## src/rtl/pla_and_or_pipe.sv

```systemverilog
// Configurable AND/OR PLA with a two-stage valid/ready pipeline.
// Stage 1 captures the product-term vector and a snapshot of the OR masks, so data in flight
// is unaffected by later configuration writes. Stage 2 holds the registered sums.
module pla_and_or_pipe #(
    parameter int unsigned N_IN   = 3,
    parameter int unsigned N_TERM = 2,
    parameter int unsigned N_OUT  = 1,
    localparam int unsigned AW    = (N_TERM > 1) ? $clog2(N_TERM) : 1
) (
    input  logic              clk,
    input  logic              rst_n,
    input  logic              cfg_we,
    input  logic [AW-1:0]     cfg_addr,
    input  logic [N_IN-1:0]   cfg_and,
    input  logic [N_IN-1:0]   cfg_inv,
    input  logic [N_OUT-1:0]  cfg_or,
    input  logic              in_valid,
    output logic              in_ready,
    input  logic [N_IN-1:0]   in_data,
    output logic              out_valid,
    input  logic              out_ready,
    output logic [N_OUT-1:0]  out_data,
    output logic [15:0]       eval_count
);

    logic [N_TERM-1:0][N_IN-1:0]  and_q, and_d;
    logic [N_TERM-1:0][N_IN-1:0]  inv_q, inv_d;
    logic [N_TERM-1:0][N_OUT-1:0] or_q, or_d;

    logic                         s1_valid_q, s1_valid_d;
    logic [N_TERM-1:0]            s1_term_q, s1_term_d;
    logic [N_TERM-1:0][N_OUT-1:0] s1_or_q, s1_or_d;

    logic                         out_valid_q, out_valid_d;
    logic [N_OUT-1:0]             out_data_q, out_data_d;
    logic [15:0]                  cnt_q, cnt_d;

    logic                         stall;
    logic                         addr_ok;
    logic [N_TERM-1:0]            term_c;
    logic [N_OUT-1:0]             sum_c;

    // Addresses beyond the last term exist only when N_TERM is not a power of two.
    if ((2 ** AW) > N_TERM) begin : g_addr_chk
        assign addr_ok = (cfg_addr < AW'(N_TERM));
    end else begin : g_addr_all
        assign addr_ok = 1'b1;
    end

    assign stall      = out_valid_q && !out_ready;
    assign in_ready   = !stall;
    assign out_valid  = out_valid_q;
    assign out_data   = out_data_q;
    assign eval_count = cnt_q;

    // Configuration write: one term per cycle, stall does not block it.
    always_comb begin
        and_d = and_q;
        inv_d = inv_q;
        or_d  = or_q;
        if (cfg_we && addr_ok) begin
            and_d[cfg_addr] = cfg_and;
            inv_d[cfg_addr] = cfg_inv;
            or_d[cfg_addr]  = cfg_or;
        end
    end

    // Product terms from the current masks; an empty AND mask yields 0 rather than 1.
    always_comb begin
        term_c = '0;
        for (int unsigned t = 0; t < N_TERM; t++) begin
            term_c[t] = (|and_q[t]) && (&((in_data ^ inv_q[t]) | ~and_q[t]));
        end
    end

    // Sums from the stage-1 terms and OR snapshot.
    always_comb begin
        sum_c = '0;
        for (int unsigned t = 0; t < N_TERM; t++) begin
            for (int unsigned k = 0; k < N_OUT; k++) begin
                sum_c[k] = sum_c[k] | (s1_term_q[t] & s1_or_q[t][k]);
            end
        end
    end

    // Pipeline advance: both stages freeze together on stall, bubbles move like data.
    always_comb begin
        s1_valid_d  = s1_valid_q;
        s1_term_d   = s1_term_q;
        s1_or_d     = s1_or_q;
        out_valid_d = out_valid_q;
        out_data_d  = out_data_q;
        if (!stall) begin
            s1_valid_d  = in_valid;
            if (in_valid) begin
                s1_term_d = term_c;
                s1_or_d   = or_q;
            end
            out_valid_d = s1_valid_q;
            if (s1_valid_q) begin
                out_data_d = sum_c;
            end
        end
    end

    // Saturating count of delivered results.
    always_comb begin
        cnt_d = cnt_q;
        if (out_valid_q && out_ready && (cnt_q != 16'hFFFF)) begin
            cnt_d = cnt_q + 16'd1;
        end
    end

    // State registers.
    always_ff @(posedge clk or negedge rst_n) begin
        if (!rst_n) begin
            and_q       <= '0;
            inv_q       <= '0;
            or_q        <= '0;
            s1_valid_q  <= 1'b0;
            s1_term_q   <= '0;
            s1_or_q     <= '0;
            out_valid_q <= 1'b0;
            out_data_q  <= '0;
            cnt_q       <= '0;
        end else begin
            and_q       <= and_d;
            inv_q       <= inv_d;
            or_q        <= or_d;
            s1_valid_q  <= s1_valid_d;
            s1_term_q   <= s1_term_d;
            s1_or_q     <= s1_or_d;
            out_valid_q <= out_valid_d;
            out_data_q  <= out_data_d;
            cnt_q       <= cnt_d;
        end
    end

endmodule

```

## config.mk

```make
export PLATFORM = sky130hd
export DESIGN_NAME = pla_and_or_pipe
export DESIGN_NICKNAME = d
export VERILOG_FILES = /design/src/rtl/pla_and_or_pipe.sv
export SDC_FILE = /design/constraint.sdc
export NUM_CORES = 1
export LEC_CHECK = 0
export ABC_AREA = 0
export CAP_MARGIN = 30
export CORE_MARGIN = 5
export CORE_UTILIZATION = 52
export CTS_BUF_LIST = sky130_fd_sc_hd__clkbuf_2 sky130_fd_sc_hd__clkbuf_4 sky130_fd_sc_hd__clkbuf_8
export DETAILED_ROUTE_END_ITERATION = 8
export PLACE_DENSITY_LB_ADDON = 0.25
export SETUP_SLACK_MARGIN = 0.15
export SKIP_CTS_REPAIR_TIMING = 1
export SLEW_MARGIN = 20
export SYNTH_ARGS = -nofsm -noshare
export SYNTH_HDL_FRONTEND = slang
export SYNTH_SLANG_ARGS = --single-unit
```

## constraint.sdc

```tcl
create_clock -name clk -period 1.8 [get_ports clk]
set_input_delay 0.36 -clock clk [delete_from_list [all_inputs] [get_ports clk]]
set_output_delay 0.36 -clock clk [all_outputs]
set_load 0.005 [all_outputs]
```

Word-level counts from Yosys, hierarchy flattened
Index checks and enable logic that the tools add are counted.
{"block": "word_totals", "elab_cells": 48, "output_inout_bits": 19, "in_bits": 16, "regBits": 37}
{"block": "op_classes", "n_eq_ne": 1, "n_bitwise": 10, "addsub": 1, "muxes": 7, "magnitude_cmp": 2, "reduce_logical": 14}
{"op": "$add 16x1->16 const B", "n": 1}
{"op": "$ne 16x16->1 const B", "n": 1}
{"op": "$bwmux 6", "n": 2}
{"op": "$logic_and 1x1->1", "n": 6}
{"op": "$not 3->3", "n": 2}
{"op": "$or 3x3->3", "n": 2}
{"op": "$reduce_and 3->1", "n": 2}
{"op": "$reduce_or 3->1", "n": 2}
{"op": "$xor 3x3->3", "n": 2}
{"op": "$reduce_and 2->1", "n": 2}
{"op": "$demux 3 s1", "n": 1}
{"op": "$mux 3", "n": 1}
{"op": "$and 1x1->1", "n": 2}
{"op": "$bwmux 2", "n": 1}
{"op": "$logic_not 1->1", "n": 2}
{"op": "$lt 1x2->1 const B", "n": 1}
{"op": "$demux 1 s1", "n": 1}
{"op": "$ge 1x1->1 const B", "n": 1}
{"op": "$mux 1", "n": 1}
{"op": "$not 1->1", "n": 1}
{"op": "$or 1x1->1", "n": 1}

Logic depth before layout (Yosys ltp)
Gate-level depths: netlist of run 1.
{"block": "depth", "word_depth": 5, "ltp_mapped": 5}

Worst setup path after synthesis of run 1
OpenSTA, ideal clock, no wires.
{"block": "synth_timing", "path_type": "register to register", "startpoint": "register cnt_q[8] (netlist: eval_count[8])", "endpoint": "register cnt_q[1] (netlist: eval_count[1])", "t_arrival_ps": 1438, "path_stages_with_launch": 5, "slack_ps": 237, "path_buffers": 0, "setup_time_ps": 125, "path_cell_list": "dfrtp_1 -> nand4_4 -> nor4_4 -> nor2_2 -> mux2_4"}
{"block": "synth_between", "elab_chain_len": 2}
{"item": "start, declared", "line": "36", "source": "logic [15:0] cnt_q, cnt_d;"}
{"item": "start signal, assigned", "line": "135", "source": "cnt_q <= cnt_d;"}
{"item": "$ne 16x16->1", "line": "109", "source": "if (out_valid_q && out_ready && (cnt_q != 16'hFFFF)) begin"}
{"item": "$logic_and 1x1->1", "line": "109"}
No other way between the ends.
A chain may end at the register's enable or synchronous reset.

Worst setup path after layout of run 1
{"block": "layout_timing", "startpoint": "register cnt_q[1] (netlist: eval_count[1])", "endpoint": "register cnt_q[7] (netlist: eval_count[7])"}
{"block": "layout_between", "elab_chain_len": 2}
{"item": "parallel branches: the longest is 2 deep, another holds $add 16x1->16"}
Several ways; the timed one is not identified.

==> summary.txt, run 1 <==
STA
  – Fin. max-slew vios: 0
  – Hold Vio Cnt, Final: 0
  – Worst-Margin Slew: roughly 460 ps
  – Post-layout min period: 1640 ps
  – Worst Clk Skew: 7.39 ps
  – Sum of negative setup slack: 0 ps
  – Final setup vio count: 0
  – Setup WS post-layout: ~160 ps
  – Final worst path period share: between 90% and 100%
  – RSZ-0062 raised after global routing: true
  – Fmax achieved: between 600 and 700 MHz
  – Worst rel slew slack: just under 70%

Floorplanning
  – Area of the core: between 3000 and 4000 um2
  – Die width: around 67 um
  – Initial core utilization: 54.3%
  – DIE AREA: 4450 um2
  – Std-Cell Rows: 20
  – IO Pins: 35
  – Die extent in y: between 60 and 70 um

Layout
  – Final net count: 221
  – Fillers: between 200 and 250
  – Layout Area Growth over Synthesis: 45.7%
  – Commonest non-fill, non-tap cells in the layout: dfrtp_1 (31), buf_4 (29), dlymetal6s2s_1 (18), mux2_2 (16), clkdlybuf4s50_1 (16)
  – Most common cell after layout, fill and taps aside: dfrtp_1
  – Antenna diodes: 0
  – Final Util: around four fifths
  – Share of layout cells above drive strength 1: about a third

Critical path
  – R2R depth: 6
  – CP bufs+invs: 1
  – Cell Chain, Critical Path: ha_4, nand3_4, nor4_4, buf_4, nor4_1, xor2_1
  – Critical path depth: 6
  – Slowest-stage cell, CP: dfrtp_2
  – Crit Path Class: reg2reg
  – Family with the most delay on the worst path: simple AND/OR/NAND/NOR gates
  – Top fanout value on the critical path: 6
  – CP required: approximately 2000 ps
  – CP Launch Type: register
  – Arrival @ worst endpoint: roughly 1900 ps
  – Critical path endpoint category: register
  – Slowest cell delay on critical path: 430 ps

Clock network
  – Root Buffer: clkbuf_4
  – H-tree levels: 2
  – Worst skew pair latency: between 300 and 400 ps
  – CTS tree: yes
  – CTS buffer count: 5
  – Clk slew on worst S/H paths: between 100 and 150 ps
  – CTS sink count: 37
  – Max Root-Sink Buffers: 2

Logic synthesis
  – Syn Inst Count: around 130
  – Netlist Area Pre-Place: around 1700 um2
  – Synth warn: 0
  – Synth cell types: 30
  – Avg Cell Area, Syn: roughly 12 um2
  – Syn Nets: about 150
  – Sequential share of the synthesized area: between 50% and 60%
  – Flops & latches, synth: 37

Drt
  – Final wirelength: between 4 and 5 mm
  – Routed Antenna Nets: 0
  – Wirelength per Cell: between 15 and 20 um
  – Drt drc: 0
  – Via count: ~1300
  – Drt first pass iters: 5
  – Initial DRC count: 67
  – DR vias/cell: about 5.4

Placement
  – Dpl ws: -121 ps
  – Dpl hpwl: about 2.9 mm
  – IO buf count: 34
  – GP Congestion: between 0.8 and 0.9

Global route
  – Initial antenna violation count: 0
  – Largest net degree at the start of global routing: 38
  – Vias in the first global route: approximately 1400
  – Grt total ovfl: 0
  – Global-route usage over all layers: about 20%
  – First-pass GRT wire length: roughly 6.5 mm

Job
  – Max_cap viols: 0

Power and ir drop
  – P_leak: ~1.3 nW
  – Peak VDD IR: about 0.68 mV
  – PwrDens: 969 nW/um2

Hold path
  – Hold Crit Class: in2async

Outcome
  – Status: finished, final reports clean
## sequential cells by signal (all words and copies together) (netlist names)
name        flops
out_data        1
or_q            2
and_q           6
inv_q           6
s1_or_q         2
s1_term_q       2
s1_valid_q      1
out_valid       1
eval_count     16
## cells in the mapped netlist
library cell | n | area share [%]
nand4_1 | 6 | 2.2
nand2_1 | 14 | 3.1
nand4_4 | 1 | 1.3
nor3_1 | 2 | 0.60
nand2b_1 | 1 | 0.37
nand3_1 | 6 | 1.8
a22oi_1 | 3 | 1.3
ha_1 | 1 | 0.75
mux2_4 | 1 | 0.90
nor4_1 | 4 | 1.5
dfrtp_1 | 37 | 55
o311ai_0 | 2 | 1.0
clkbuf_1 | 1 | 0.22
a31oi_1 | 1 | 0.37
nor2_2 | 1 | 0.37
a21oi_1 | 1 | 0.30
mux2_2 | 16 | 11
xnor2_1 | 13 | 6.8
nor4b_1 | 1 | 0.52
nor2b_1 | 1 | 0.37
inv_1 | 1 | 0.22
o21ba_2 | 1 | 0.60
nor4_4 | 1 | 1.3
and4_1 | 1 | 0.52
o21ai_0 | 3 | 0.90
nor2_1 | 2 | 0.45
xor2_1 | 8 | 4.2
and3_1 | 2 | 0.75
nor3b_1 | 1 | 0.45
a211oi_1 | 1 | 0.45
## cells by family after synthesis
group / Yosys count / share of synthesized area, %
AO/OA/AOI/OAI: 12 / 5.02
XOR/XNOR: 21 / 11.0
adder cells (fa/ha/maj): 1 / 0.749
buffers and inverters: 2 / 0.449
flip-flops: 37 / 55.4
multiplexers: 17 / 11.7
AND/OR/NAND/NOR: 44 / 15.7
## worst paths after layout
path / from / end / slack [ps]
max in group asynchronous: rst_n / eval_count[1] / 1030
worst min register to register: s1_term_q[0] / s1_term_q[0] / 500
min in group clk: s1_term_q[0] / s1_term_q[0] / 500
worst min-delay path: rst_n / eval_count[14] / 420
worst max register to register: eval_count[1] / eval_count[7] / 160
worst max-delay path: eval_count[1] / eval_count[7] / 160
## area by class of cell
class                   count  area (um2)  area share [%]
clock buffers               8        60.1            2.47
inverters                   1        3.75           0.154
multi-input cells          95         767            31.5
flip-flops and latches     37         933            38.4
well taps                  44        55.1            2.26
repair buffers             64         614            25.2
## power breakdown
group | leakage, nW | total (mW) | switching, mW | internal [mW]
logic | 0.832 | 0.735 | 0.288 | 0.447
registers | 0.453 | 1.15 | 0.156 | 0.993
clock network | 0.0368 | 0.474 | 0.273 | 0.201
## per-layer routing
metal / track usage [%] / wire length [um] / part of all wire, %
met3: 6.75 / 221 / 5.3
met1: 21.0 / 1630 / 39
met5: 0 / 0 / 0
met4: 9.14 / 132 / 3.2
met2: 34.9 / 2200 / 53
## metrics by stage
stage          instances  hold WS, ps  total power, mW  area (um2)
2_1_floorplan        134         64.4             1.40        1670
3_3_place_gp         226          461             1.72        2170
3_5_place_dp         226          472             1.76        2170
4_1_cts              234          432             2.22        2230
5_1_grt              249          474             2.49        2430
6_report             249          418             2.36        2430
Note: power is estimated with default switching activity, not from simulation.
==> inputs of run 2 (changes only) <==
--- a/config.mk
+++ b/config.mk
@@ -6,6 +6,7 @@
 export NUM_CORES = 1
 export LEC_CHECK = 0
 export ABC_AREA = 0
+export ABC_CLOCK_PERIOD_IN_PS = 1800
 export CAP_MARGIN = 30
 export CORE_MARGIN = 5
 export CORE_UTILIZATION = 52
==> results of run 2 <==
Final layout, timing and power as in run 1 (identical DEF).
